[config.mk]
export PLATFORM = sky130hd
export DESIGN_NAME = mcdf_fmt_sched
export DESIGN_NICKNAME = d
export VERILOG_FILES = /design/src/rtl/mcdf_fmt_pkg.sv /design/src/rtl/mcdf_rr_arb.sv /design/src/rtl/mcdf_fmt_sched.sv
export SDC_FILE = /design/constraint.sdc
export NUM_CORES = 1
export LEC_CHECK = 0
export ABC_AREA = 1
export BUFFER_PORTS_ARGS = -buffer_cell sky130_fd_sc_hd__buf_2
export CORE_ASPECT_RATIO = 0.5
export CORE_UTILIZATION = 37
export CTS_CLUSTER_SIZE = 40
export DETAILED_ROUTE_END_ITERATION = 10
export PLACE_DENSITY = 0.77
export RECOVER_POWER = 100
export SYNTH_ARGS = -nofsm -noshare
export SYNTH_HDL_FRONTEND = slang
export SYNTH_HIERARCHICAL = 1
export SYNTH_SLANG_ARGS = --single-unit
[constraint.sdc]
create_clock -name clk -period 2.5 [get_ports clk]
set_input_delay 0.5 -clock clk [delete_from_list [all_inputs] [get_ports clk]]
set_output_delay 0.5 -clock clk [all_outputs]
set_load 0.05 [all_outputs]
[src/rtl/mcdf_fmt_pkg.sv]
// mcdf_fmt_pkg
// Shared types and constants for the MCDF formatter scheduler: FSM state
// encoding, channel count, length/channel-id widths and the length clamp.
package mcdf_fmt_pkg;

  localparam int NUM_CH  = 3;
  localparam int LEN_W   = 6;
  localparam int MAX_LEN = 32;
  localparam int CHID_W  = 2;

  typedef enum logic [1:0] {
    ST_IDLE = 2'd0,
    ST_REQ  = 2'd1,
    ST_SEND = 2'd2
  } state_e;

  // Map a programmed packet length onto the legal range 1..MAX_LEN.
  function automatic logic [LEN_W-1:0] clamp_len(input logic [LEN_W-1:0] len);
    logic [LEN_W-1:0] res;
    if (len == 6'd0) begin
      res = 6'd1;
    end else if (len > LEN_W'(MAX_LEN)) begin
      res = LEN_W'(MAX_LEN);
    end else begin
      res = len;
    end
    return res;
  endfunction

endpackage

[src/rtl/mcdf_rr_arb.sv]
// mcdf_rr_arb
// Three-way round-robin arbiter. The search starts at the channel after the
// last-served pointer and wraps around, so the pointer channel itself has the
// lowest priority.
// Ports:
//   req   [2:0] in   request vector, bit N = channel N
//   ptr   [1:0] in   last-served channel
//   gnt   [2:0] out  one-hot grant (zero when no request)
//   valid       out  at least one request present
module mcdf_rr_arb
  import mcdf_fmt_pkg::*;
(
  input  logic [NUM_CH-1:0] req,
  input  logic [CHID_W-1:0] ptr,
  output logic [NUM_CH-1:0] gnt,
  output logic              valid
);

  // Rotating priority select; pointer value 3 is unreachable and behaves as 2.
  always_comb begin
    gnt = 3'b000;
    case (ptr)
      2'd0: begin
        if      (req[1]) gnt = 3'b010;
        else if (req[2]) gnt = 3'b100;
        else if (req[0]) gnt = 3'b001;
        else             gnt = 3'b000;
      end
      2'd1: begin
        if      (req[2]) gnt = 3'b100;
        else if (req[0]) gnt = 3'b001;
        else if (req[1]) gnt = 3'b010;
        else             gnt = 3'b000;
      end
      default: begin
        if      (req[0]) gnt = 3'b001;
        else if (req[1]) gnt = 3'b010;
        else if (req[2]) gnt = 3'b100;
        else             gnt = 3'b000;
      end
    endcase
  end

  assign valid = |req;

endmodule

[src/rtl/mcdf_fmt_sched.sv]
// mcdf_fmt_sched
// Packet scheduler between three channel FWFT FIFOs and the formatter.
// In IDLE it picks an eligible channel round-robin, requests the formatter in
// REQ, and streams fmt_length words back-to-back in SEND.
// Ports:
//   clk, rst                 clock, synchronous active-high reset
//   cfg_ch_en, cfg_pkt_len   channel enables and packet length (sampled in IDLE)
//   chN_avail/chN_data/chN_pop  per-channel FIFO fill level, head word, pop
//   fmt_req/fmt_chid/fmt_length/fmt_grant  formatter handshake
//   fmt_data/fmt_start/fmt_end packet word stream
//   err_timeout              one-cycle pulse when a grant wait times out
// Optional feature: define FMT_SCHED_TIMEOUT_EN to abandon a request after
// TMO_CYC cycles without grant; otherwise REQ waits forever.
module mcdf_fmt_sched
  import mcdf_fmt_pkg::*;
#(
  parameter int DATA_W  = 32,
  parameter int TMO_CYC = 255
) (
  input  logic              clk,
  input  logic              rst,
  input  logic [2:0]        cfg_ch_en,
  input  logic [5:0]        cfg_pkt_len,
  input  logic [5:0]        ch0_avail,
  input  logic [5:0]        ch1_avail,
  input  logic [5:0]        ch2_avail,
  input  logic [DATA_W-1:0] ch0_data,
  input  logic [DATA_W-1:0] ch1_data,
  input  logic [DATA_W-1:0] ch2_data,
  output logic              ch0_pop,
  output logic              ch1_pop,
  output logic              ch2_pop,
  output logic              fmt_req,
  output logic [1:0]        fmt_chid,
  output logic [5:0]        fmt_length,
  input  logic              fmt_grant,
  output logic [DATA_W-1:0] fmt_data,
  output logic              fmt_start,
  output logic              fmt_end,
  output logic              err_timeout
);

  state_e            state_q, state_d;
  logic [CHID_W-1:0] ptr_q, ptr_d;
  logic [CHID_W-1:0] chid_q, chid_d;
  logic [LEN_W-1:0]  len_q, len_d;
  logic [LEN_W-1:0]  cnt_q, cnt_d;
  logic [LEN_W-1:0]  eff_len_s;
  logic [NUM_CH-1:0] elig_s, arb_gnt_s, pop_s;
  logic [CHID_W-1:0] arb_chid_s;
  logic              arb_valid_s;
  logic              last_s;
  logic              tmo_hit_s;

  assign eff_len_s = clamp_len(cfg_pkt_len);
  assign elig_s = {cfg_ch_en[2] && (ch2_avail >= eff_len_s),
                   cfg_ch_en[1] && (ch1_avail >= eff_len_s),
                   cfg_ch_en[0] && (ch0_avail >= eff_len_s)};

  mcdf_rr_arb u_arb (
    .req   (elig_s),
    .ptr   (ptr_q),
    .gnt   (arb_gnt_s),
    .valid (arb_valid_s)
  );

  // Convert the one-hot arbiter grant into a channel id.
  always_comb begin
    case (arb_gnt_s)
      3'b010:  arb_chid_s = 2'd1;
      3'b100:  arb_chid_s = 2'd2;
      default: arb_chid_s = 2'd0;
    endcase
  end

  assign last_s = (cnt_q == (len_q - 6'd1));

`ifdef FMT_SCHED_TIMEOUT_EN
  localparam int TMO_W = (TMO_CYC > 1) ? $clog2(TMO_CYC) : 1;
  logic [TMO_W-1:0] tmo_cnt_q, tmo_cnt_d;
  logic             err_q, err_d;

  // tmo_cnt_q counts completed REQ cycles, so the request is visible TMO_CYC cycles.
  assign tmo_hit_s = (tmo_cnt_q == TMO_W'(TMO_CYC - 1));

  // Grant-wait counter and timeout pulse next values.
  always_comb begin
    if ((state_q == ST_REQ) && !fmt_grant && !tmo_hit_s) begin
      tmo_cnt_d = tmo_cnt_q + {{(TMO_W-1){1'b0}}, 1'b1};
    end else begin
      tmo_cnt_d = '0;
    end
    err_d = (state_q == ST_REQ) && !fmt_grant && tmo_hit_s;
  end

  // Grant-wait counter and timeout pulse registers.
  always_ff @(posedge clk) begin
    if (rst) begin
      tmo_cnt_q <= '0;
      err_q     <= 1'b0;
    end else begin
      tmo_cnt_q <= tmo_cnt_d;
      err_q     <= err_d;
    end
  end

  assign err_timeout = err_q;
`else
  logic unused_tmo_s;
  assign unused_tmo_s = ^TMO_CYC;
  assign tmo_hit_s    = 1'b0;
  assign err_timeout  = 1'b0;
`endif

  // FSM state register.
  always_ff @(posedge clk) begin
    if (rst) begin
      state_q <= ST_IDLE;
    end else begin
      state_q <= state_d;
    end
  end

  // FSM next-state logic.
  always_comb begin
    state_d = state_q;
    case (state_q)
      ST_IDLE: begin
        if (arb_valid_s) state_d = ST_REQ;
        else             state_d = ST_IDLE;
      end
      ST_REQ: begin
        if      (fmt_grant) state_d = ST_SEND;
        else if (tmo_hit_s) state_d = ST_IDLE;
        else                state_d = ST_REQ;
      end
      ST_SEND: begin
        if (last_s) state_d = ST_IDLE;
        else        state_d = ST_SEND;
      end
      default: state_d = ST_IDLE;
    endcase
  end

  // Packet context next values: latched only at arbitration, pointer only on grant.
  always_comb begin
    ptr_d  = ptr_q;
    chid_d = chid_q;
    len_d  = len_q;
    cnt_d  = cnt_q;
    case (state_q)
      ST_IDLE: begin
        if (arb_valid_s) begin
          chid_d = arb_chid_s;
          len_d  = eff_len_s;
        end else begin
          chid_d = chid_q;
        end
      end
      ST_REQ: begin
        if (fmt_grant) begin
          ptr_d = chid_q;
          cnt_d = 6'd0;
        end else begin
          ptr_d = ptr_q;
        end
      end
      ST_SEND: begin
        if (!last_s) cnt_d = cnt_q + 6'd1;
        else         cnt_d = cnt_q;
      end
      default: cnt_d = 6'd0;
    endcase
  end

  // Packet context registers; pointer resets to 2 so channel 0 wins first.
  always_ff @(posedge clk) begin
    if (rst) begin
      ptr_q  <= 2'd2;
      chid_q <= 2'd0;
      len_q  <= 6'd0;
      cnt_q  <= 6'd0;
    end else begin
      ptr_q  <= ptr_d;
      chid_q <= chid_d;
      len_q  <= len_d;
      cnt_q  <= cnt_d;
    end
  end

  // FSM outputs; the word path is combinational from the latched channel's head.
  always_comb begin
    pop_s     = 3'b000;
    fmt_data  = '0;
    fmt_start = 1'b0;
    fmt_end   = 1'b0;
    fmt_req   = (state_q == ST_REQ);
    if (state_q == ST_SEND) begin
      fmt_start = (cnt_q == 6'd0);
      fmt_end   = last_s;
      case (chid_q)
        2'd1: begin
          pop_s    = 3'b010;
          fmt_data = ch1_data;
        end
        2'd2: begin
          pop_s    = 3'b100;
          fmt_data = ch2_data;
        end
        default: begin
          pop_s    = 3'b001;
          fmt_data = ch0_data;
        end
      endcase
    end else begin
      pop_s = 3'b000;
    end
  end

  assign ch0_pop    = pop_s[0];
  assign ch1_pop    = pop_s[1];
  assign ch2_pop    = pop_s[2];
  assign fmt_chid   = chid_q;
  assign fmt_length = len_q;

endmodule

# Yosys cells after proc, flatten, opt, wreduce, memory -nomap -nowiden
# Index checks and enable logic that the tools add are counted.
totals:
  register_bits: 18
  output_inout_bits: 47
op_classes:
  n_reduce_logical: 11
  n_addsub: 2
  bitwise_logic: 1
  n_lt_le_gt_ge: 4
  n_mux: 26
  n_eq_ne: 10
ops:
  columns: ["op", "n"]
  rows:
  - ["32-bit case mux with 2 select lines", 1]
  - ["32-bit 2-to-1 mux", 1]
  - ["3-bit 2-to-1 mux", 8]
  - ["6-bit 2-to-1 mux", 4]
  - ["6-bit >= comparator", 3]
  - ["6-bit case mux with 3 select lines", 1]
  - ["6-bit logical NOT", 2]
  - ["3-bit case mux with 2 select lines", 2]
  - ["6-bit by 1-bit adder with 6-bit output, second input constant", 1]
  - ["2-bit by 1-bit == test with 1-bit output, second input constant", 3]
  - ["6-bit == test", 1]
  - ["6-bit > comparator, second input constant", 1]
  - ["2-bit 2-to-1 mux", 3]
  - ["2-bit case mux with 3 select lines", 1]
  - ["6-bit by 1-bit subtractor with 6-bit output, second input constant", 1]
  - ["2-bit == test, second input constant", 2]
  - ["2-bit logical NOT", 2]
  - ["1-bit 2-to-1 mux", 4]
  - ["2-bit case mux with 2 select lines", 1]
  - ["2-bit AND reduction", 2]
  - ["3-bit by 2-bit == test with 1-bit output, second input constant", 1]
  - ["3-bit == test, second input constant", 1]
  - ["1-bit logical AND", 3]
  - ["3-bit AND reduction", 1]
  - ["4 further kinds", 4]

# Logic depth before layout (Yosys ltp)
logic_depth:
  ltp_word: 11
  mapped_depth: 18
  depth_no_buf: 18

# By module
# Netlist, hierarchy kept.
by_module_without_submodules:
  columns: ["mod", "seq_area_each_um2", "cells_each", "area_each_um2", "n_inst"]
  rows:
  - ["mcdf_fmt_sched", 360.3, 386, 2255.9, 1]
  - ["mcdf_rr_arb", 0.0, 19, 77.6, 1]

# Worst setup path before layout
# Ideal clock, no wire load.
synth_timing:
  kind: "flip-flop to output port"
  startpoint: "register chid_q[0] (netlist: fmt_chid[0])"
  endpoint: "output port fmt_data[22]"
  path_stages_with_launch: 8
  path_buffers: 2
  path_slack_ps: -460
  arrival_time_ps: 2460
  path_cell_list: "dfxtp_1 > inv_1 > ha_1 > clkbuf_1 > inv_1 > clkbuf_1 > o21ai_0 > a21oi_1"
synth_via:
  elab_chain_cells: 3
synth_lines:
  columns: ["item", "line", "source"]
  rows:
  - ["start, declared", "mcdf_fmt_sched.sv:45", "logic [CHID_W-1:0] chid_q, chid_d;"]
  - ["start signal, assigned", "mcdf_fmt_sched.sv:185", "chid_q <= chid_d;"]
  - ["2-bit == test / 2-bit by 1-bit == test with 1-bit output (equally long branches)", "mcdf_fmt_sched.sv:201", "case (chid_q)"]
  - ["32-bit case mux with 2 select lines (*)", "mcdf_fmt_sched.sv:201", null]
  - ["32-bit 2-to-1 mux (*)", "mcdf_fmt_sched.sv:198", "if (state_q == ST_SEND) begin"]
  - ["end, declared", "mcdf_fmt_sched.sv:37", "output logic [DATA_W-1:0] fmt_data,"]
# Mark *: on every way between the ends. The rest lies on a longest branch, timed or not.

# Worst setup path in the final report
layout_timing:
  startpoint: "register len_q[1] (netlist: fmt_length[1])"
  endpoint: "output port fmt_end"
layout_via:
  elab_chain_cells: 3
layout_lines:
  columns: ["item", "line", "source"]
  rows:
  - ["start, declared", "mcdf_fmt_sched.sv:46", "logic [LEN_W-1:0] len_q, len_d;"]
  - ["start signal, assigned", "mcdf_fmt_sched.sv:186", "len_q <= len_d;"]
  - ["6-bit by 1-bit subtractor with 6-bit output", "mcdf_fmt_sched.sv:76", "assign last_s = (cnt_q == (len_q - 6'd1));"]
  - ["6-bit == test", "mcdf_fmt_sched.sv:76", null]
  - ["1-bit 2-to-1 mux", "mcdf_fmt_sched.sv:198", null]
  - ["end, declared", "mcdf_fmt_sched.sv:39", "output logic fmt_end,"]
# No other way between the ends.

==> run metrics <==
Req. time, crit path 2.00 ns; Ys Warns 6; R2R setup slack 0.64 ns; Setup Skew 0.004110 ns; global-route wire length before repair 12.46 mm; Fin. Hold Viols 0; number of max-cap violations 0; die area 6648 µm²; CTS Buffer Depth 2; CP Data Arrival Time 1.89 ns; hpwl dp 6.374 mm; DIE HEIGHT 58.16 µm; crit path max fanout 6; most frequent cells in the layout buf_2, nand2_1, a21oi_1; Most used DFF post-synth dfxtp_1; Hold WS 0.4682 ns; Starting Density 38.37%; critical path cell sequence inv_1, ha_1, inv_1, nand2_1, nand2_1, nor2_2, nand3_2, nor2_4, nand3_4, inv_1, buf_4; Top-Level Pins 173; Seq. cell area 362.8 µm²; Routability Congestion 0.9063; first-pass iteration count of the detailed router 4; CTS tree built; fraction of the yosys area taken by sequential cells 15.44%; Setup TNS 0 ns; CTS root buffer clkbuf_16; grt ovf 0; worst relative slew slack 59.00%; max-slew violations 0; total number of vias 3355; Crit Path Category flop to output port; largest net degree at the start of global routing 34; # port buffers 171; DIE WIDTH 114.3 µm; final wirelength 8.256 mm; fin crit period 2.392 ns; multi-input logic area 2215 µm²; startpoint types flop; clock sinks 18; latest clock arrival within the worst-skew pair 0.25 ns; Syn Inst Count 405; final worst-path cycle share 95.67%; PwrDens 524.8 nW/µm²; synthesized area 2333 µm²; vias in the first global route 2935; net count after synthesis 555; layout cells sized above 1 44.87%; placement row count 20; Num CTS Buffers 3; Post-CTS Setup Inserts 0; fmax 418.1 MHz; Avg Cell Area, Syn 5.762 µm²; fill cell count 568; Yosys reg bits 18; # setup viols final 0; fin nets 727; Leak 1.916 nW; worst vdd ir 0.3293 mV; outcome finished, final reports clean; async set or reset register ratio after synthesis 0%; CTS Hold Bufs 0; synthesis-to-layout area growth 68.74%; CP peak stage delay 0.38 ns; Top cell by count, worst path inv_1; vias per cell 5.060; critical path's slowest cell dfxtp_1; DR iter-0 viols 89; critical path capture point type output port; core area 6081 µm²; Tightest Pin Transition 0.6176 ns; initial antenna violation count 0; EDFF count, synth 0; H-tree levels 1; clock transition at the registers of the reported paths 0.05 ns; Cell variety after synth 31; Post-DRT Antenna Nets 0; # DRC 0; worst hold path type flop to flop; wire per inst 12.45 µm; total track usage 22.96%; commonest non-fill, non-tap cell in the layout buf_2; # diodes 0
per-stage QoR:
| step | instances | instance area [µm²] | setup slack, ns | power (mW) | utilization [%] |
|---|---|---|---|---|---|
| after floorplan | 405 | 2674 | -0.03815 | 1.346 | - |
| final | 663 | 3938 | 0.1082 | 2.066 | 64.75 |
| after global routing | 663 | 3938 | -0.07071 | 2.207 | 64.75 |
| after CTS | 663 | 3757 | 0.05290 | 2.022 | 61.79 |
| after global placement | 660 | 3680 | -0.01717 | 1.681 | 60.51 |
| after detailed placement | 660 | 3680 | -0.1104 | 1.696 | 60.51 |
synth_stat cells, types with 2 or more instances:
cell type	count	area share, %
nand2_2	3	0.80
a21oi_2	2	0.75
xor2_1	2	0.75
o2111ai_1	3	1.1
a211oi_1	2	0.64
clkbuf_1	18	2.9
o21ai_0	38	8.2
a21oi_1	82	18
nand3_1	16	3.4
inv_2	6	0.97
nor2_1	32	5.1
dfxtp_1	18	15
o211ai_1	4	1.3
nor2_2	2	0.54
nand4_1	5	1.3
nand2_1	92	15
ha_1	24	13
inv_1	42	6.8
nand3_2	2	0.86
power by group:
group	leakage (nW)	switching (mW)	total (mW)	internal, mW
Combinational	1.73	0.945	1.36	0.416
Clock	0.0370	0.112	0.323	0.211
Sequential	0.149	0.0533	0.382	0.329
Total	1.92	1.11	2.07	0.956
routing by layer:
metal,wire length (µm),part of all wire (%),vias up,global-route usage [%]
met3,487,5.9,7,3.243
met4,80,0.97,0,8.163
met2,4182,51,113,43.64
li1,-,-,1693,-
met5,0,0,-,0
met1,3505,42,1542,26.77
path summary, 6_finish.rpt:
path / startpoint / to / cells after the start
hold / removal: ptr_q[0] / ptr_q[0] / 2
setup reg to reg: fmt_length[1] / cnt_q[4] / 13
hold reg to reg: ptr_q[0] / ptr_q[0] / 2
setup / recovery: fmt_length[1] / fmt_end / 11
critical path: cells and delay by family, from the launching register on:
kind	cells	cell delay [ns]
buffers and inverters	4	0.38
and+or+nand+nor	6	0.57
adders and majority gates	1	0.30
DFF	1	0.38
area by class of cell:
cell class                      instances  area share [%]
Multi-Input combinational cell        318           56.24
Timing Repair Buffer                  187           25.10
Sequential cell                        18           9.215
Inverter                               49           4.735
Tap cell                               88           2.796
Clock buffer                            3           1.907
logic make-up after synthesis:
group / synth area share (%)
buffers and inverters: 11.42
AO/OA/AOI/OAI: 30.56
other: 0.1607
AND/OR/NAND/NOR: 28.79
adder cells (fa/ha/maj): 12.87
flip-flops: 15.44
XOR/XNOR: 0.7508
registers in the layout, summed over array words and instances (netlist names):
name        count
ptr_q           2
state_q         2
fmt_length      6
cnt_q           6
fmt_chid        2
what timing repair did:
item,CTS,global route
setup endpoints to repair,1,17
pin swaps,0,8
hold endpoints to repair,0,0
resized for setup,1,44
No activity file was read; power rests on OpenSTA's default activity.
